## config.mk

```make
export PLATFORM = sky130hd
export DESIGN_NAME = aqp_ovl_text_render
export DESIGN_NICKNAME = d
export VERILOG_FILES = /design/src/rtl/aqp_ovl_pkg.sv /design/src/rtl/aqp_ovl_text_render.sv
export SDC_FILE = /design/constraint.sdc
export NUM_CORES = 1
export LEC_CHECK = 0
export CORE_MARGIN = 5
export CORE_UTILIZATION = 45
export DETAILED_ROUTE_END_ITERATION = 10
export GPL_TIMING_DRIVEN = 1
export PLACE_DENSITY = 0.69
export RECOVER_POWER = 50
export SLEW_MARGIN = 25
export SYNTH_ARGS = -nofsm -noshare
export SYNTH_HDL_FRONTEND = slang
export SYNTH_SLANG_ARGS = --single-unit
```

## constraint.sdc

```tcl
create_clock -name clk -period 2.7 [get_ports clk]
set_input_delay 0.27 -clock clk [delete_from_list [all_inputs] [get_ports clk]]
set_output_delay 0.27 -clock clk [all_outputs]
set_load 0.05 [all_outputs]
```

## src/rtl/aqp_ovl_pkg.sv

```systemverilog
// aqp_ovl_pkg: shared overlay text field positions, default geometry and renderer FSM states
package aqp_ovl_pkg;
  localparam int COLUMNS_DEF = 40;
  localparam int ROWS_DEF = 25;
  localparam int CHAR_LSB = 0;
  localparam int FG_LSB = 8;
  localparam int BG_LSB = 12;
  typedef enum logic [1:0] {IDLE, PREFETCH, ACTIVE, DONE} ovl_state_t;
endpackage

```

## src/rtl/aqp_ovl_text_render.sv

```systemverilog
// aqp_ovl_text_render: fetches text/font data per scanline and serialises glyph rows into colour-index pixels
module aqp_ovl_text_render
  import aqp_ovl_pkg::*;
#(
  parameter int COLUMNS = COLUMNS_DEF,
  parameter int ROWS = ROWS_DEF
) (
  input  logic        clk,
  input  logic        reset_n,
  input  logic        line_start,
  input  logic [7:0]  line_y,
  input  logic        pix_en,
  output logic [10:0] txt_addr,
  input  logic [15:0] txt_data,
  output logic [10:0] font_addr,
  input  logic [7:0]  font_data,
  output logic        pix_valid,
  output logic [3:0]  pix_color,
  output logic        busy
);
  localparam logic [6:0] LASTCOL = 7'(COLUMNS - 1);
  localparam int VIS = ROWS * 8;
  ovl_state_t state, state_nx;
  logic [2:0] ly, pcnt;
  logic [10:0] base, row_base, font_q;
  logic [6:0] col;
  logic f0, f1, f2, next_full, start_ok, adv, load, last_pix;
  logic [3:0] pfg, pbg, nfg, nbg, fg, bg, ld_fg, ld_bg, cur_fg, cur_bg;
  logic [7:0] nbits, shreg, ld_bits, cur_bits;
  assign row_base = 11'(int'(line_y[7:3]) * COLUMNS);
  assign start_ok = 32'(line_y) < VIS;
  assign adv = state == ACTIVE && pix_en && !line_start;
  assign load = adv && pcnt == 3'd0;
  assign last_pix = adv && pcnt == 3'd7 && col == LASTCOL;
  assign ld_bits = next_full ? nbits : 8'h00;
  assign ld_fg = next_full ? nfg : fg;
  assign ld_bg = next_full ? nbg : bg;
  assign cur_bits = load ? ld_bits : shreg;
  assign cur_fg = load ? ld_fg : fg;
  assign cur_bg = load ? ld_bg : bg;
  assign font_addr = f1 ? {txt_data[CHAR_LSB+:8], ly} : font_q;
  assign busy = state == PREFETCH || state == ACTIVE;
  // state register
  always_ff @(posedge clk)
    if (!reset_n) state <= IDLE;
    else state <= state_nx;
  // line_start restarts from any state; prefetch completion enters ACTIVE; last pixel ends the line
  always_comb begin
    state_nx = state;
    if (line_start) state_nx = start_ok ? PREFETCH : DONE;
    else if (state == PREFETCH && f2) state_nx = ACTIVE;
    else if (last_pix) state_nx = DONE;
  end
  // fetch pipeline, next-char buffer and pixel serialiser
  always_ff @(posedge clk)
    if (!reset_n) begin
      {f0, f1, f2, next_full, pix_valid} <= '0;
      {txt_addr, font_q, base} <= '0;
      {ly, pcnt, col} <= '0;
      {pfg, pbg, nfg, nbg, fg, bg, pix_color} <= '0;
      {nbits, shreg} <= '0;
    end else begin
      f0 <= 1'b0;
      f1 <= f0 && !line_start;
      f2 <= f1 && !line_start;
      pix_valid <= adv;
      font_q <= font_addr;
      if (f1) begin
        pfg <= txt_data[FG_LSB+:4];
        pbg <= txt_data[BG_LSB+:4];
      end
      if (line_start) begin
        ly <= line_y[2:0];
        base <= row_base;
        col <= '0;
        pcnt <= '0;
        next_full <= 1'b0;
        if (start_ok) begin
          txt_addr <= row_base;
          f0 <= 1'b1;
        end
      end else if (adv) begin
        pix_color <= cur_bits[7] ? cur_fg : cur_bg;
        shreg <= {cur_bits[6:0], 1'b0};
        pcnt <= pcnt + 3'd1;
        if (pcnt == 3'd7) col <= col + 7'd1;
        if (load) begin
          fg <= ld_fg;
          bg <= ld_bg;
          next_full <= 1'b0;
          if (col != LASTCOL) begin
            txt_addr <= base + 11'(col) + 11'd1;
            f0 <= 1'b1;
          end
        end
      end
      if (f2 && !line_start) begin
        nbits <= font_data;
        nfg <= pfg;
        nbg <= pbg;
        next_full <= 1'b1;
      end
    end
endmodule

```

After elaboration in Yosys (flattened, before gate mapping)
Index checks and enable logic that the tools add are counted.
{"block": "classes", "n_eq_ne": 6, "muxes": 26, "n_lt_le_gt_ge": 1, "reduce_logical": 23, "bitwise_logic": 2, "mul": 1, "n_addsub": 4}
{"operator": "$mux 11", "n": 6}
{"operator": "$mux 4", "n": 5}
{"operator": "$mux 8", "n": 2}
{"operator": "$add 11x1->11 const B", "n": 1}
{"operator": "$add 11x7->11", "n": 1}
{"operator": "$logic_and 1x1->1", "n": 9}
{"operator": "$mux 1", "n": 9}
{"operator": "$reduce_bool 3->1", "n": 3}
{"operator": "$lt 8x8->1 const B", "n": 1}
{"operator": "$mul 5x3->8 const B", "n": 1}
{"operator": "$mux 2", "n": 4}
{"operator": "$add 7x1->7 const B", "n": 1}
{"operator": "$eq 7x6->1 const B", "n": 1}
{"operator": "$ne 7x6->1 const B", "n": 1}
{"operator": "$reduce_and 2->1", "n": 3}
{"operator": "$reduce_bool 2->1", "n": 3}
{"operator": "$reduce_and 4->1", "n": 1}
{"operator": "$add 3x1->3 const B", "n": 1}
{"operator": "$eq 3x3->1 const B", "n": 1}
{"operator": "$logic_not 3->1", "n": 1}
{"operator": "$eq 2x1->1 const B", "n": 1}
{"operator": "$eq 2x2->1 const B", "n": 1}
{"operator": "$ne 2x1->1 const B", "n": 1}
{"operator": "$not 1->1", "n": 2}
{"operator": "3 further kinds", "n": 3}
{"block": "totals", "in_bits": 36, "elab_cells": 84, "out_inout_bits": 28, "register_bits": 93}

Logic depth before layout (Yosys ltp)
Gate-level depths: netlist of the first run.
{"block": "depth", "depth_word": 8, "mapped_depth": 8, "mapped_depth_nobuf": 8}

Worst setup path before layout of the first run
No wires, ideal clock.
{"block": "synth_path", "path_type": "register to register", "from": "reg state[0]", "to": "reg pix_color[2]", "setup_time_ps": 75, "t_required_ps": 2625, "setup_slack_ps": 851, "synth_period_minus_slack_ps": 1849, "t_arrival_ps": 1774, "n_path_buf": 0, "stages_incl_launch_ff": 8, "cell_sequence": "dfxtp_1 -> inv_1 -> ha_1 -> and3b_2 -> nand3b_2 -> mux2i_1 -> mux2_2 -> o22ai_1"}
{"block": "synth_via", "elab_chain_len": 6, "elab_cells_between_ends": 9, "cone_classes": "1 x eq/ne; 4 x mux; 4 x reduce/logical"}
{"item": "start: declaration", "line": "aqp_ovl_text_render.sv:23", "rtl": "ovl_state_t state, state_nx;"}
{"item": "start signal: assignment", "line": "aqp_ovl_text_render.sv:46", "rtl": "else state <= state_nx;"}
{"item": "$eq 2x2->1 *", "line": "aqp_ovl_text_render.sv:32", "rtl": "assign adv = state == ACTIVE && pix_en && !line_start;"}
{"item": "$logic_and 1x1->1 * (2 in a row)", "line": "aqp_ovl_text_render.sv:32"}
{"item": "$logic_and 1x1->1", "line": "aqp_ovl_text_render.sv:33", "rtl": "assign load = adv && pcnt == 3'd0;"}
{"item": "$mux 4 / $mux 8 (equally long branches)"}
{"item": "$mux 4", "line": "aqp_ovl_text_render.sv:83", "rtl": "pix_color <= cur_bits[7] ? cur_fg : cur_bg;"}
{"item": "end signal: assignment", "line": "aqp_ovl_text_render.sv:83"}
{"item": "end: declaration", "line": "aqp_ovl_text_render.sv:18", "rtl": "output logic [3:0] pix_color,"}
Every way passes the cells marked *; elsewhere a longest branch is shown, timed or not.
A chain may end at the register's enable or synchronous reset.

Worst setup path in the final report of the first run
{"block": "layout_path", "from": "reg f1", "to": "out font_addr[1]"}
{"block": "layout_via", "elab_chain_len": 1}
{"item": "start: declaration", "line": "aqp_ovl_text_render.sv:27", "rtl": "logic f0, f1, f2, next_full, start_ok, adv, load, last_pix;"}
{"item": "start signal: assignment", "line": "aqp_ovl_text_render.sv:64", "rtl": "f1 <= f0 && !line_start;"}
{"item": "$mux 11", "line": "aqp_ovl_text_render.sv:41", "rtl": "assign font_addr = f1 ? {txt_data[CHAR_LSB+:8], ly} : font_q;"}
{"item": "end: declaration", "line": "aqp_ovl_text_render.sv:15", "rtl": "output logic [10:0] font_addr,"}
Every way passes these cells.

==> results of run 1 <==
through the flow:
stage               cell area (µm²)  hold WS (ns)  std cells  utilization, %  total power [mW]
global route                   4980         0.445        625            57.1              2.81
CTS                            5000         0.414        625            57.3              2.73
global placement               4790         0.401        609            55.0              1.78
floorplan                      4030         0.394        448               -              1.65
finish                         4980         0.413        625            57.1              2.70
detailed placement             4790         0.403        609            55.0              1.78
power by group:
group	internal (mW)	total [mW]	switching (mW)
Combinational	0.142	0.321	0.180
Clock	0.461	0.954	0.493
Sequential	1.40	1.43	0.0230
worst max-delay path: stages (launching register included):
cell	delay, ns
dfxtp_1	0.67
mux2_2	0.41
clkdlybuf4s50_1	0.71
flip-flops by register name, summed over array words and instances, names as in the netlist:
signal and flops:
font_q 11, nbits 8, nfg 4, fg 4, bg 4, f1 1
shreg 7, f0 1, pfg 4, txt_addr 11, base 8, pix_valid 1
pcnt 3, f2 1, next_full 1, pbg 4, state 2, nbg 4
ly 3, col 7, pix_color 4
kinds of logic after synthesis:
family	count (synthesis)	share of synthesized area, %
AOI/OAI and AO/OA	88	12.7
xor gates and xnor gates	13	2.83
adders and majority gates	17	5.47
buffers and inverters	36	3.85
DFF	93	46.2
muxes	42	11.0
and+or+nand+nor	159	17.9
placed cells by master (no fill, tap or decap), types with 2 or more instances in the layout:
master           synthesis  final
nand3_1                 11     11
nand2b_1                 8      8
o21a_1                   2      2
nand4_1                  2      2
nor2_1                  48     48
and2_1                  13     11
buf_4                    0     10
clkdlybuf4s50_1          0     56
or3_1                    2      2
clkbuf_1                19      5
dlygate4sd3_1            0      7
mux2_1                   0      6
nor2b_1                  2      2
o21ai_0                 18     18
xnor2_1                  7      7
a221oi_1                 2      2
mux2i_1                 24     24
clkbuf_8                 0     10
a21o_1                   2      2
inv_1                   10     10
ha_1                    16     16
a31oi_1                  2      2
dfxtp_1                 93     93
o22ai_1                  4      4
nor3_1                   9      9
a41o_1                   2      2
clkinv_2                 0      2
a21oi_1                 47     47
and2_0                   0      2
nand2_1                 59     59
xor2_1                   6      6
mux2_2                  18     12
routing by layer:
layer  global-route usage, %  vias to the layer above  part of all wire [%]
met4                    6.76                        0                   1.8
met2                    26.2                       69                    45
met5                       0                        -                     0
met3                    3.14                       15                   4.4
met1                    23.8                     1515                    49
li1                        -                     1659                     -
path summary, 6_finish.rpt:
| kind | startpoint | end | slack (ns) |
|---|---|---|---|
| setup / recovery | f1$_SDFF_PN0_ | font_addr[1] | 0.29 |
| hold / removal | f0$_SDFF_PN0_ | f1$_SDFF_PN0_ | 0.41 |
| setup reg to reg | state[0]$_SDFFE_PN0P_ | col[5]$_SDFFE_PP0P_ | 0.34 |
| hold reg to reg | f0$_SDFF_PN0_ | f1$_SDFF_PN0_ | 0.41 |
cell type report:
type | count | area [µm²] | share of cell area (%)
timing repair buffer | 79 | 729 | 14.7
clock inverter | 6 | 68.8 | 1.38
sequential | 93 | 1860 | 37.4
inverter | 10 | 37.5 | 0.754
multi-input combinational | 319 | 2010 | 40.3
clock buffer | 10 | 138 | 2.76
tap | 108 | 135 | 2.71
==> flow_metrics.env, run 1 <==
export IMPL_drtIter0Drc=153
export IMPL_dr_pass1_iters=4
export IMPL_vias=3258
export IMPL_syn_inst=448
export IMPL_h_tree_depth=3
export IMPL_rows=34
export IMPL_yosysMostFrequentCell="dfxtp_1"
export IMPL_power_per_cell_area_mw_per_mm2=543
export IMPL_grt_pass1_vias=3229
export IMPL_post_place_ws_ns=0.328
export IMPL_ir_drop_mv=0.280
export IMPL_cts_tree="done"
export IMPL_viasPerCell=5.21
export IMPL_io_pins=64
export IMPL_cts_resized=0
export IMPL_cts_setup_buffers=0
export IMPL_syn_area_mm2=0.00403
export IMPL_fin_crit_ns=2.41
export IMPL_synth_commonest_cells="93 x dfxtp_1, 59 x nand2_1, 48 x nor2_1, 47 x a21oi_1, 24 x mux2i_1"
export IMPL_avgRoutedWirePerCell_um=14.6
export IMPL_ys_seq_area_share_pct=46.2
export IMPL_end_kind="output pin"
export IMPL_grt_pass1_wl_um=15600
export IMPL_antenna_found_initial=0
export IMPL_syn_to_final_growth_pct=23.6
export IMPL_cts_sinks=93
export IMPL_start_util_pct=46.2
export IMPL_tritoncts_num_buffers=9
export IMPL_worstMarginPinSlew_ns=1.45
export IMPL_fp_dieW_um=105
export IMPL_avgSynthCellArea_um2=8.99
export IMPL_startpoint_type="flop"
export IMPL_drv_slew=0
export IMPL_hold_class="flop to flop"
export IMPL_grt_overflow_total=0
export IMPL_die_h_um=105
export IMPL_status="completed"
export IMPL_period_share_pct=89.3
export IMPL_fmax_mhz=415
export IMPL_clk_path_buf_depth=2
export IMPL_crit_path_max_fanout=12
export IMPL_drt_total_wl_um=9150
export IMPL_yosys_top_cells_area="dfxtp_1 46%, mux2i_1 6.0%, a21oi_1 5.8%"
export IMPL_clock_skew_ns=0.0122
export IMPL_reg2regPathDepth=8
export IMPL_dpl_hpwl_um=6680
export IMPL_nNetsFinal=565
export IMPL_yosys_area_top_type="dfxtp_1"
export IMPL_criticalPathCategory="flop to output pin"
export IMPL_root_buffer="clkbuf_8"
export IMPL_setup_tns_final_ns=0
export IMPL_path_clk_slew_ns=0.08
export IMPL_grtUsageTotal_pct=17.1
export IMPL_maxSlewHeadroom_pct=3.07
export IMPL_async_reset_ff_share_pct=0
export IMPL_hold_depth=2
export IMPL_drc=0
export IMPL_p_leak_nw=1.92
export IMPL_setup_viol=0
export IMPL_cp_arrival_ns=2.14
export IMPL_rsz0062_at_grt="no"
export IMPL_ant_nets=0
export IMPL_synth_flop_cell="dfxtp_1"
export IMPL_hold_viol_final=0
export IMPL_timing_final_ws_setup_ns=0.288
export IMPL_ys_types=44
export IMPL_yosys_area_top_type_share_pct=46.2
export IMPL_ys_ff_latch=93
export IMPL_die_area_mm2=0.0109
export IMPL_n_fill_cell=803
export IMPL_hold_buffers=0
export IMPL_gp_routability_congestion=0.813
export IMPL_yosys_warnings=0
export IMPL_diodes=0
export IMPL_syn_nets=501
export IMPL_drive_gt1_share_pct=8.32
export IMPL_numPortBuffers=63
export IMPL_clk_latency_ns=0.36
export IMPL_grt_start_max_net_pins=30
export IMPL_drv_cap=0
export IMPL_core_mm2=0.00872
export IMPL_worstPathRequired_ns=2.43
export IMPL_synth_edf_count=0
(Power assumes the default switching activity.)
==> run 2: changes to the inputs <==
Settings changed: ABC_CLOCK_PERIOD_IN_PS from default to 2700, CORE_MARGIN 5 to 4, GPL_TIMING_DRIVEN 1 to default.
==> run 2 against run 1 <==
Setup slack got worse by 0.0050 ns; first-iteration DRC count fell by 24%; sequential power hardly changed; clock skew increased by 0.0021 ns; final cell count fell by 0.32%; sequential share of layout area is 0.25 points higher; critical endpoint unchanged.
==> flow_metrics.env, run 2 (synthesized netlist as in run 1, its figures left out) <==
export IMPL_status="completed"
export IMPL_ant_nets=0
export IMPL_hold_viol_final=0
export IMPL_tritoncts_num_buffers=9
export IMPL_worstMarginPinSlew_ns=1.40
export IMPL_seq_area_mm2=0.00186
export IMPL_clock_skew_ns=0.0143
export IMPL_hold_depth=2
export IMPL_grt_pass1_wl_um=14400
export IMPL_crit_path_max_fanout=13
export IMPL_finish_utilization_pct=56.7
export IMPL_grt_pass1_vias=3072
export IMPL_p_leak_nw=1.88
export IMPL_min_to="f1$_SDFF_PN0_"
export IMPL_dr_pass1_iters=4
export IMPL_cts_resized=0
export IMPL_intPower_mw=1.90
export IMPL_fmax_mhz=414
export IMPL_rsz0062_at_grt="no"
export IMPL_layout_commonest_cell="dfxtp_1"
export IMPL_hold_buffers=0
export IMPL_r2r_end="txt_addr[8]$_SDFFE_PN0P_"
export IMPL_post_place_ws_ns=0.309
export IMPL_multi_input_area_mm2=0.00201
export IMPL_core_mm2=0.00872
export IMPL_setup_viol=0
export IMPL_fin_cells=623
export IMPL_hold_class="flop to flop"
export IMPL_design_area_mm2=0.00495
export IMPL_netSwitchingFraction_pct=27.9
export IMPL_cp_arrival_ns=2.15
export IMPL_share_comb_of_total_power_pct=12.1
export IMPL_fp_dieW_um=103
export IMPL_gp_routability_congestion=0.850
export IMPL_place_area_mm2=0.00478
export IMPL_grt_start_max_net_pins=36
export IMPL_clk_path_buf_depth=2
export IMPL_timing_final_ws_setup_ns=0.283
export IMPL_viasPerCell=5.22
export IMPL_clockPowerShare_pct=33.8
export IMPL_final_cell_mix="93 x dfxtp_1, 59 x nand2_1, 59 x clkdlybuf4s50_1, 48 x nor2_1, 47 x a21oi_1"
export IMPL_worstPathRequired_ns=2.43
export IMPL_dp_cells=607
export IMPL_drc=0
export IMPL_numPortBuffers=63
export IMPL_drv_cap=0
export IMPL_period_share_pct=89.5
export IMPL_setup_tns_final_ns=0
export IMPL_top_regs="font_q (11), txt_addr (11)"
export IMPL_startpoint_type="flop"
export IMPL_cts_sinks=93
export IMPL_avgRoutedWirePerCell_um=14.4
export IMPL_criticalPathCategory="flop to output pin"
export IMPL_p_switching_mw=0.734
export IMPL_drt_total_wl_um=8950
export IMPL_ir_drop_mv=0.273
export IMPL_die_h_um=103
export IMPL_fin_crit_ns=2.42
export IMPL_dpl_hpwl_um=6430
export IMPL_end_kind="output pin"
export IMPL_pwr_share_seq_pct=54.1
export IMPL_grtUsageTotal_pct=17.0
export IMPL_nNetsFinal=563
export IMPL_worstReg2RegStart="col[0]$_SDFFE_PP0P_"
export IMPL_start_util_pct=46.2
export IMPL_cts_tree="done"
export IMPL_vias=3254
export IMPL_root_buffer="clkbuf_8"
export IMPL_syn_to_final_growth_pct=22.8
export IMPL_drive_gt1_share_pct=8.74
export IMPL_reg2reg_slack_ns=0.54
export IMPL_drtIter0Drc=116
export IMPL_cts_setup_buffers=0
export IMPL_grt_overflow_total=0
export IMPL_min_from="f0$_SDFF_PN0_"
export IMPL_antenna_found_initial=0
export IMPL_h_tree_depth=3
export IMPL_maxSlewHeadroom_pct=6.66
export IMPL_reg2regPathDepth=7
export IMPL_diodes=0
export IMPL_clk_latency_ns=0.36
export IMPL_power_per_cell_area_mw_per_mm2=532
export IMPL_die_area_mm2=0.0105
export IMPL_n_fill_cell=807
export IMPL_path_clk_slew_ns=0.09
export IMPL_drv_slew=0
export IMPL_io_pins=64
export IMPL_rows=34
## run 2: layout make-up
| type | count | area share (%) |
|---|---|---|
| Timing Repair Buffer | 77 | 14.4 |
| Inverter | 10 | 0.759 |
| Clock inverter | 7 | 1.29 |
| Tap cell | 108 | 2.73 |
| Sequential cell | 93 | 37.6 |
| Clock buffer | 9 | 2.50 |
| Multi-Input combinational cell | 319 | 40.6 |
## run 2: worst max path at each step
stage / from / slack, ns / end / depth (start not counted)
global route: f1$_SDFF_PN0_ / 0.20 / font_addr[4] / 2
global placement: line_y[4] / 0.38 / txt_addr[8]$_SDFFE_PN0P_ / 8
detailed placement: line_y[4] / 0.31 / txt_addr[8]$_SDFFE_PN0P_ / 8
finish: f1$_SDFF_PN0_ / 0.28 / font_addr[1] / 2
CTS: f1$_SDFF_PN0_ / 0.23 / font_addr[2] / 2
floorplan: state[0]$_SDFFE_PN0P_ / 0.85 / pix_color[2]$_SDFFE_PN0P_ / 7
## run 2: stage by stage
stage          hold slack, ns  power, mW
2_1_floorplan           0.394       1.65
3_3_place_gp            0.395       1.77
3_5_place_dp            0.402       1.78
4_1_cts                 0.415       2.66
5_1_grt                 0.429       2.74
6_report                0.413       2.63
## run 2: routing by layer
layer	routed length, µm	GRT usage, %
met5	0	0
met4	44	4.64
met3	426	3.11
met1	4440	23.4
met2	4050	27.6
## run 2: worst max-delay path, stage by stage, from the launching register on
cell             delay (ns)
dfxtp_1                0.68
mux2_2                 0.41
clkdlybuf4s50_1        0.71
## run 2: power by group through the flow
stage	logic (mW)	registers [mW]	clock network (mW)
global route	0.347	1.43	0.965
global placement	0.320	1.45	0
finish	0.319	1.42	0.890
CTS	0.325	1.42	0.911
floorplan	0.166	1.48	0
detailed placement	0.323	1.46	0
